## src/rtl/instr_fetch_unit.sv

```systemverilog
// instr_fetch_unit: fetch stage ahead of control_unit.
// Owns the PC, requests instruction words from imem over a req/gnt +
// rvalid handshake, holds the word for decode until it retires, then
// selects the next PC from the branch/jump controls and the ALU zero flag.
//
// Ports
//   clk, rst_n                      clock, async active-low reset
//   imem_req/imem_addr/imem_gnt     fetch request channel (addr = pc_o)
//   imem_rvalid/imem_rdata          fetch response channel
//   instr_o/instr_valid/instr_ready instruction handed to decode
//   pc_o/pc_plus4_o                 PC of instr_o and its link value
//   branch/bne/jal/jalr/alu_zero    next-PC selection for instr_o
//   imm/rs1_data                    target operands
//   fetch_fault                     sticky misaligned-target flag
//
// Build option MISALIGN_TRAP_EN: a misaligned next PC halts fetch and
// raises fetch_fault. Without it the target's low two bits are cleared
// and fetch_fault is tied low.
//
// state | meaning
// IDLE  | out of reset, issue first request next cycle
// REQ   | imem_req high, waiting for imem_gnt
// WAIT  | request accepted, waiting for imem_rvalid
// HOLD  | instr_o valid, waiting for instr_ready
// HALT  | misaligned target seen, fetch stopped (trap build only)

module instr_fetch_unit #(
  parameter int unsigned       XLEN     = 32,
  parameter logic [XLEN-1:0]   RESET_PC = '0
) (
  input  logic            clk,
  input  logic            rst_n,
  output logic            imem_req,
  output logic [XLEN-1:0] imem_addr,
  input  logic            imem_gnt,
  input  logic            imem_rvalid,
  input  logic [XLEN-1:0] imem_rdata,
  output logic [XLEN-1:0] instr_o,
  output logic            instr_valid,
  input  logic            instr_ready,
  output logic [XLEN-1:0] pc_o,
  output logic [XLEN-1:0] pc_plus4_o,
  input  logic            branch,
  input  logic            bne,
  input  logic            jal,
  input  logic            jalr,
  input  logic            alu_zero,
  input  logic [XLEN-1:0] imm,
  input  logic [XLEN-1:0] rs1_data,
  output logic            fetch_fault
);

  localparam logic [2:0] IDLE = 3'd0;
  localparam logic [2:0] REQ  = 3'd1;
  localparam logic [2:0] WAIT = 3'd2;
  localparam logic [2:0] HOLD = 3'd3;
`ifdef MISALIGN_TRAP_EN
  localparam logic [2:0] HALT = 3'd4;
`endif

  logic [2:0]      state;
  logic [XLEN-1:0] pc;
  logic [XLEN-1:0] instr_q;
  logic [XLEN-1:0] target;
  logic [XLEN-1:0] next_pc;
  logic            taken;
  logic            retire;

  assign retire = (state == HOLD) && instr_ready;
  assign taken  = jal | (branch & alu_zero) | (bne & ~alu_zero);

  always_comb begin
    target = pc + XLEN'(4);
    if (jalr)
      target = (rs1_data + imm) & ~XLEN'(1);
    else if (taken)
      target = pc + imm;
  end

`ifdef MISALIGN_TRAP_EN
  logic misalign;
  logic fault_q;

  assign misalign = |target[1:0];
  assign next_pc  = target;

  always_ff @(posedge clk or negedge rst_n) begin
    if (!rst_n)
      fault_q <= 1'b0;
    else if (retire && misalign)
      fault_q <= 1'b1;
  end

  assign fetch_fault = fault_q;
`else
  // Misaligned targets are silently word-aligned.
  assign next_pc     = target & ~XLEN'(3);
  assign fetch_fault = 1'b0;
`endif

  always_ff @(posedge clk or negedge rst_n) begin
    if (!rst_n) begin
      state   <= IDLE;
      pc      <= RESET_PC;
      instr_q <= '0;
    end else begin
      case (state)
        IDLE: state <= REQ;
        REQ:  if (imem_gnt) state <= WAIT;
        WAIT: begin
          if (imem_rvalid) begin
            instr_q <= imem_rdata;
            state   <= HOLD;
          end
        end
        HOLD: begin
          if (instr_ready) begin
`ifdef MISALIGN_TRAP_EN
            if (misalign) begin
              state <= HALT;
            end else begin
              pc    <= next_pc;
              state <= REQ;
            end
`else
            pc    <= next_pc;
            state <= REQ;
`endif
          end
        end
`ifdef MISALIGN_TRAP_EN
        HALT: state <= HALT;
`endif
        default: state <= IDLE;
      endcase
    end
  end

  assign imem_req    = (state == REQ);
  assign imem_addr   = pc;
  assign pc_o        = pc;
  assign pc_plus4_o  = pc + XLEN'(4);
  assign instr_o     = instr_q;
  assign instr_valid = (state == HOLD);

endmodule

```

## config.mk

```make
export PLATFORM = sky130hd
export DESIGN_NAME = instr_fetch_unit
export DESIGN_NICKNAME = d
export VERILOG_FILES = /design/src/rtl/instr_fetch_unit.sv
export SDC_FILE = /design/constraint.sdc
export NUM_CORES = 1
export LEC_CHECK = 0
export CAP_MARGIN = 20
export CORE_AREA = 2 2 126 128
export CTS_BUF_LIST = sky130_fd_sc_hd__clkbuf_16
export CTS_CLUSTER_SIZE = 14
export DETAILED_ROUTE_END_ITERATION = 8
export DIE_AREA = 0 0 128 130
export PLACE_DENSITY = 0.76
export SYNTH_ARGS = -nofsm -noshare
export SYNTH_HDL_FRONTEND = slang
export SYNTH_SLANG_ARGS = --single-unit
```

## constraint.sdc

```tcl
create_clock -name clk -period 7.3 [get_ports clk]
set_input_delay 1.825 -clock clk [delete_from_list [all_inputs] [get_ports clk]]
set_output_delay 1.825 -clock clk [all_outputs]
set_load 0.02 [all_outputs]
```

==> results of run 1 <==
[state kept, by name (all words and copies together), names as in the netlist]
register,flops
imem_addr,30
instr_o,32
state,2
[critical path, stage by stage (launching register included)]
cell and delay (ns):
dfrtp_1 0.52, ha_1 0.28, and4_1 0.27, nand3_1 0.17
nor2_1 0.46, and4_1 0.40, nand4_1 0.15, xnor2_1 0.30
clkdlybuf4s50_1 0.67
[layout by cell type (no fill, tap or decap), drive strengths merged, types with 25 or more instances in the layout]
master and instances:
a21o 35, clkdlybuf4s50 228, mux2 34, dfrtp 64
xor2 25, xnor2 49, nor2 63, a21oi 64
ha 64, nand2 77, o21ai 43, nand3 26
[final timing paths]
check / startpoint / endpoint
setup / recovery: imem_addr[2]$_DFFE_PN0P_ / pc_plus4_o[30]
hold / removal: instr_o[18]$_DFFE_PN0P_ / instr_o[18]$_DFFE_PN0P_
setup reg to reg: imem_addr[2]$_DFFE_PN0P_ / imem_addr[30]$_DFFE_PN0P_
hold reg to reg: instr_o[18]$_DFFE_PN0P_ / instr_o[18]$_DFFE_PN0P_
max in group asynchronous: rst_n / instr_o[28]$_DFFE_PN0P_
min in group asynchronous: rst_n / imem_addr[8]$_DFFE_PN0P_
[metrics by stage]
| stage | instance area [um2] | hold slack [ns] | std cells |
|---|---|---|---|
| 3_5_place_dp | 9000 | 0.493 | 1175 |
| 4_1_cts | 9320 | 0.506 | 1191 |
| 2_1_floorplan | 6790 | 0.547 | 810 |
| 3_3_place_gp | 9000 | 0.486 | 1175 |
| 5_1_grt | 9320 | 0.512 | 1191 |
| 6_report | 9320 | 0.500 | 1191 |
[metal layers]
metal | global-route usage, % | up-vias
met5 | 0 | -
met4 | 11.4 | 0
met3 | 3.77 | 58
met2 | 44.5 | 342
met1 | 34.2 | 3184
li1 | - | 3316
[final cells by class]
cell class / count / area (um2) / area share, %
Multi-Input combinational cell: 668 / 4760 / 51.1
Timing Repair Buffer: 237 / 2350 / 25.2
Sequential cell: 64 / 1600 / 17.2
Tap cell: 192 / 240 / 2.58
Clock buffer: 9 / 225 / 2.42
Clock inverter: 7 / 95.1 / 1.02
Inverter: 14 / 52.6 / 0.564
[power by group through the flow]
stage / registers [mW] / logic [mW] / clock network [mW]
finish: 0.778 / 2.58 / 0.472
global route: 0.811 / 2.77 / 0.492
CTS: 0.777 / 2.57 / 0.479
detailed placement: 0.783 / 2.56 / 0
global placement: 0.772 / 2.53 / 0
floorplan: 0.920 / 1.45 / 0
[cells by family (layout without fill, tap and decap cells)]
kind of cell / after synthesis / count (layout) / synth area share, %
other cells: 1 / 7 / 0.0554
simple gates: 243 / 243 / 17.1
fa+ha+maj: 65 / 65 / 12.1
flops: 64 / 64 / 23.7
mux: 39 / 39 / 6.40
xor+xnor: 74 / 74 / 9.58
buf+inv: 78 / 267 / 6.38
compound gates: 240 / 240 / 24.7
==> impl_metrics.csv, run 1 <==
group,metric,value,unit
routing,via_per_inst,5.79,
layout,drive_above_1_share,7.11,%
routing,drt_iter0_drc,423,
yosys,synthFlopType,"dfrtp_1",
floorplanning,die_h,130,um
yosys,synth.most_common_cell,"nand2_1",
routing,via_count,6900,
yosys,yosys_register_bits,64,
sta,rsz0062_at_grt,"false",
grt,grt_pass1_wl,34.5,mm
routing,wl_met2,10.4,mm
worst_setup_path,crit_fanout,10,
pwr,pwr-share-seq,20.3,%
pwr,p_sw,1.78,mW
yosys,ys_seq_area_share,23.7,%
layout,syn2layout_area_growth,37.8,%
layout,finish.utilization,60.4,%
job,cap_violations,0,
floorplanning,die_w,128,um
worst_setup_path,required,5.48,ns
sta,setup_tns,0,ns
clock_network,hold_buffers,0,
clock_network,clkSinkCount,64,
clock_network,h-tree-depth,3,
grt,grt_overflow,0,
routing,wl_met3,1.67,mm
pwr,p_comb_share,67.4,%
yosys,netlist_top_cells_count,"nand2_1 (77), dfrtp_1 (64), ha_1 (64)",
hold_path,hold_class,"flop to flop",
grt,grt_antenna_before_repair,0,
routing,dr.pass1.iters,5,
sta,fmax,185,MHz
pwr,p_leak,4.00,nW
sta,relSlewSlack,40.7,%
grt,grt_max_degree,65,
yosys,synth_edf_count,0,
routing,wl_per_cell,18.8,um
outcome,status,"completed",
pwr,power_density,411,nW/um2
routing,top_layer_used,"met4",
sta,setup_viol,0,
yosys,yosysTopAreaCell,"dfrtp_1",
layout,n_antenna_cell,0,
yosys,synth_area_leaders,"dfrtp_1 (24%), ha_1 (12%), xnor2_1 (6.3%)",
hold_path,holdPathStages,1,
clock_network,numCtsBuffers,9,
floorplanning,std_cell_rows,46,
floorplanning,start_util,43.9,%
sta,fin_skew,0.00583,ns
floorplanning,core_area,15400,um2
routing,wl_met1,9.55,mm
layout,nFillCells,1409,
sta,finalHoldViolCount,0,
worst_setup_path,arrival,3.57,ns
worst_setup_path,rr_worst_depth,11,
worst_setup_path,rrSetupSlack,3.92,ns
sta,fin_crit,5.40,ns
clock_network,cts.repair.resized,0,
placed_design,dp_hpwl,17.5,mm
clock_network,cts_buffer_depth,2,
grt,grt_pass1_vias,6577,
placed_design,dp_slack,2.21,ns
worst_setup_path,timing_worst_setup_path_type,"flop to primary output",
pwr,ir_worst_vdd,0.212,mV
floorplanning,dieArea,16600,um2
placed_design,port_buffers,229,
clock_network,post_cts_buffers,0,
routing,drc,0,
yosys,synth_area,6770,um2
grt,grtUsageTotal,26.5,%
yosys,synthDistinctLibCells,70,
pwr,power.share.clock,12.3,%
yosys,async_reset_ff_share,100,%
yosys,synth_top_area_share,23.7,%
sta,slew_violations,0,
routing,drt-total-wl,22.4,mm
floorplanning,ios,237,
sta,min_period_over_period,73.9,%
clock_network,clk_latency,0.34,ns
yosys,ys_warn_count,0,
worst_setup_path,crit_path_end_kind,"primary output",
clock_network,cts_tree,"done",
sta,setup_slack,1.90,ns
yosys,postSynthAreaPerCell,8.42,um2
clock_network,cts.clk_slew.worst_paths,0.06,ns
routing,ant_nets,0,
worst_setup_path,startpoint_type,"flop",
layout,fin_nets,1165,
pwr,internal-power,2.05,mW
pwr,power.total,3.83,mW
sta,worst_pin_slew,0.890,ns
placed_design,place.gp.congestion,0.960,
yosys,synthCells,804,
clock_network,root_buffer,"clkbuf_16",
pwr,p_sw_share,46.6,%
No activity file was read; power rests on OpenSTA's default activity.
==> run 2: changes to the inputs <==
==> constraint.sdc (replaced) <==
create_clock -name clk -period 5.35 [get_ports clk]
set_input_delay 1.3375 -clock clk [delete_from_list [all_inputs] [get_ports clk]]
set_output_delay 1.3375 -clock clk [all_outputs]
set_load 0.02 [all_outputs]
==> run 2 against run 1 <==
Net effect: clock skew grew 0.0021 ns; cell count grew 0.17%; design area shrank 0.35%; global-route usage grew 0.085 points; first-iteration DRC count grew 36%; worst setup slack lost 1.4 ns; critical path type unchanged.
==> impl_metrics.csv, run 2 (synthesized netlist as in run 1, its figures left out) <==
group,metric,value,unit
outcome,status,"completed",
grt,use_met1,35.6,%
layout,n_antenna_cell,0,
routing,drt-total-wl,22.3,mm
placed_design,place.gp.congestion,0.986,
clock_network,numCtsBuffers,9,
grt,grt_antenna_before_repair,0,
sta,fin_crit,4.81,ns
placed_design,placedCellCount,1177,
clock_network,root_buffer,"clkbuf_16",
floorplanning,start_util,43.9,%
sta,finalHoldViolCount,0,
routing,drt_iter0_drc,576,
worst_setup_path,rrSetupSlack,1.90,ns
grt,grt_pass1_vias,6537,
sta,min_period_over_period,89.9,%
worst_setup_path,rr_startpoint,"imem_addr[2]$_DFFE_PN0P_",
worst_setup_path,required,4.01,ns
layout,finalNonFillerCells,1193,
worst_setup_path,arrival,3.47,ns
routing,via_per_inst,5.82,
hold_path,holdPathEnd,"instr_o[29]$_DFFE_PN0P_",
grt,grt_max_degree,65,
worst_setup_path,timing_worst_setup_path_type,"flop to primary output",
hold_path,holdPathStages,1,
clock_network,clkSinkCount,64,
layout,drive_above_1_share,7.39,%
floorplanning,std_cell_rows,46,
placed_design,port_buffers,229,
grt,busiest_layer,"met2",
layout,largest_reg_flops,32,
floorplanning,core_area,15400,um2
grt,grtUsageTotal,26.5,%
worst_setup_path,startpoint_type,"flop",
pwr,power_density,552,nW/um2
clock_network,post_cts_buffers,0,
worst_setup_path,r2r_end,"imem_addr[30]$_DFFE_PN0P_",
sta,worst_pin_slew,0.877,ns
layout,final_common_cell,"clkdlybuf4s50_1",
job,cap_violations,0,
clock_network,cts_tree,"done",
routing,ant_nets,0,
sta,fin_skew,0.00790,ns
layout,syn2layout_area_growth,37.3,%
floorplanning,die_h,130,um
grt,grt_pass1_wl,34.5,mm
clock_network,clk_latency,0.34,ns
layout,fin_nets,1167,
sta,setup_tns,0,ns
sta,relSlewSlack,41.5,%
floorplanning,ios,237,
worst_setup_path,rr_worst_depth,11,
floorplanning,dieArea,16600,um2
clock_network,h-tree-depth,3,
grt,met2_usage,44.3,%
grt,grt_overflow,0,
clock_network,hold_buffers,0,
routing,drc,0,
sta,rsz0062_at_grt,"false",
hold_path,hold_class,"flop to flop",
hold_path,min-delay-start,"instr_o[29]$_DFFE_PN0P_",
placed_design,dp_hpwl,17.6,mm
clock_network,cts.clk_slew.worst_paths,0.06,ns
clock_network,cts_buffer_depth,2,
sta,fmax,208,MHz
routing,dr.pass1.iters,5,
sta,slew_violations,0,
worst_setup_path,crit_path_end_kind,"primary output",
pwr,p_leak,3.99,nW
grt,met3_usage,2.91,%
floorplanning,die_w,128,um
layout,final_cell_mix,"clkdlybuf4s50_1 (228), nand2_1 (77), ha_1 (64), dfrtp_1 (64), nor2_1 (63)",
routing,via_count,6940,
clock_network,cts.repair.resized,0,
sta,setup_viol,0,
routing,wl_per_cell,18.7,um
worst_setup_path,crit_fanout,8,
pwr,ir_worst_vdd,0.259,mV
-- run 2: cell types whose count changed in the layout (fill, tap and decap cells not counted), sizes merged --
cell,change
buf,+2
clkinvlp,+2
bufinv,-2
-- run 2: worst max-delay path by stage --
stage,startpoint,end,slack [ns],cells after the start
3_5_place_dp,imm[2],imem_addr[30]$_DFFE_PN0P_,0.74,12
6_report,imem_addr[3]$_DFFE_PN0P_,pc_plus4_o[30],0.54,9
5_1_grt,imem_addr[3]$_DFFE_PN0P_,pc_plus4_o[30],0.32,9
4_1_cts,imem_addr[3]$_DFFE_PN0P_,pc_plus4_o[30],0.58,9
3_3_place_gp,imm[2],imem_addr[30]$_DFFE_PN0P_,0.78,12
2_1_floorplan,imm[2],imem_addr[30]$_DFFE_PN0P_,1.49,11
-- run 2: report_power, final --
group	internal (mW)	total, mW	switching, mW
clock network	0.313	0.559	0.246
logic	1.66	3.51	1.84
registers	0.723	1.06	0.340
-- run 2: through the flow --
stage	instance area [um2]	hold slack (ns)	setup WS [ns]	power [mW]	utilization, %
3_3_place_gp	9020	0.485	0.775	4.51	58.5
6_report	9290	0.501	0.539	5.13	60.2
2_1_floorplan	6790	0.547	1.49	3.24	-
3_5_place_dp	9020	0.492	0.737	4.55	58.5
5_1_grt	9290	0.515	0.321	5.47	60.2
4_1_cts	9290	0.505	0.578	5.12	60.2
-- run 2: area by class of cell --
type | instances | area (um2)
fillers | 1405 | 6130
clock inverters | 7 | 47.5
inverters | 14 | 52.6
multi-input cells | 668 | 4760
well taps | 192 | 240
flip-flops and latches | 64 | 1600
clock buffers | 9 | 225
repair buffers | 239 | 2360
-- run 2: critical path: stages (launching register included) --
cell             delay, ns
dfrtp_1               0.59
ha_1                  0.29
and4_1                0.28
nand3_1               0.16
nor2_1                0.15
buf_4                 0.18
and4_1                0.34
nand4_1               0.14
xnor2_1               0.32
clkdlybuf4s50_1       0.68
-- run 2: metal layers --
| layer | wire, um | vias up |
|---|---|---|
| met5 | 0 | - |
| met2 | 10300 | 315 |
| met4 | 566 | 0 |
| li1 | - | 3325 |
| met3 | 1440 | 34 |
| met1 | 9920 | 3266 |
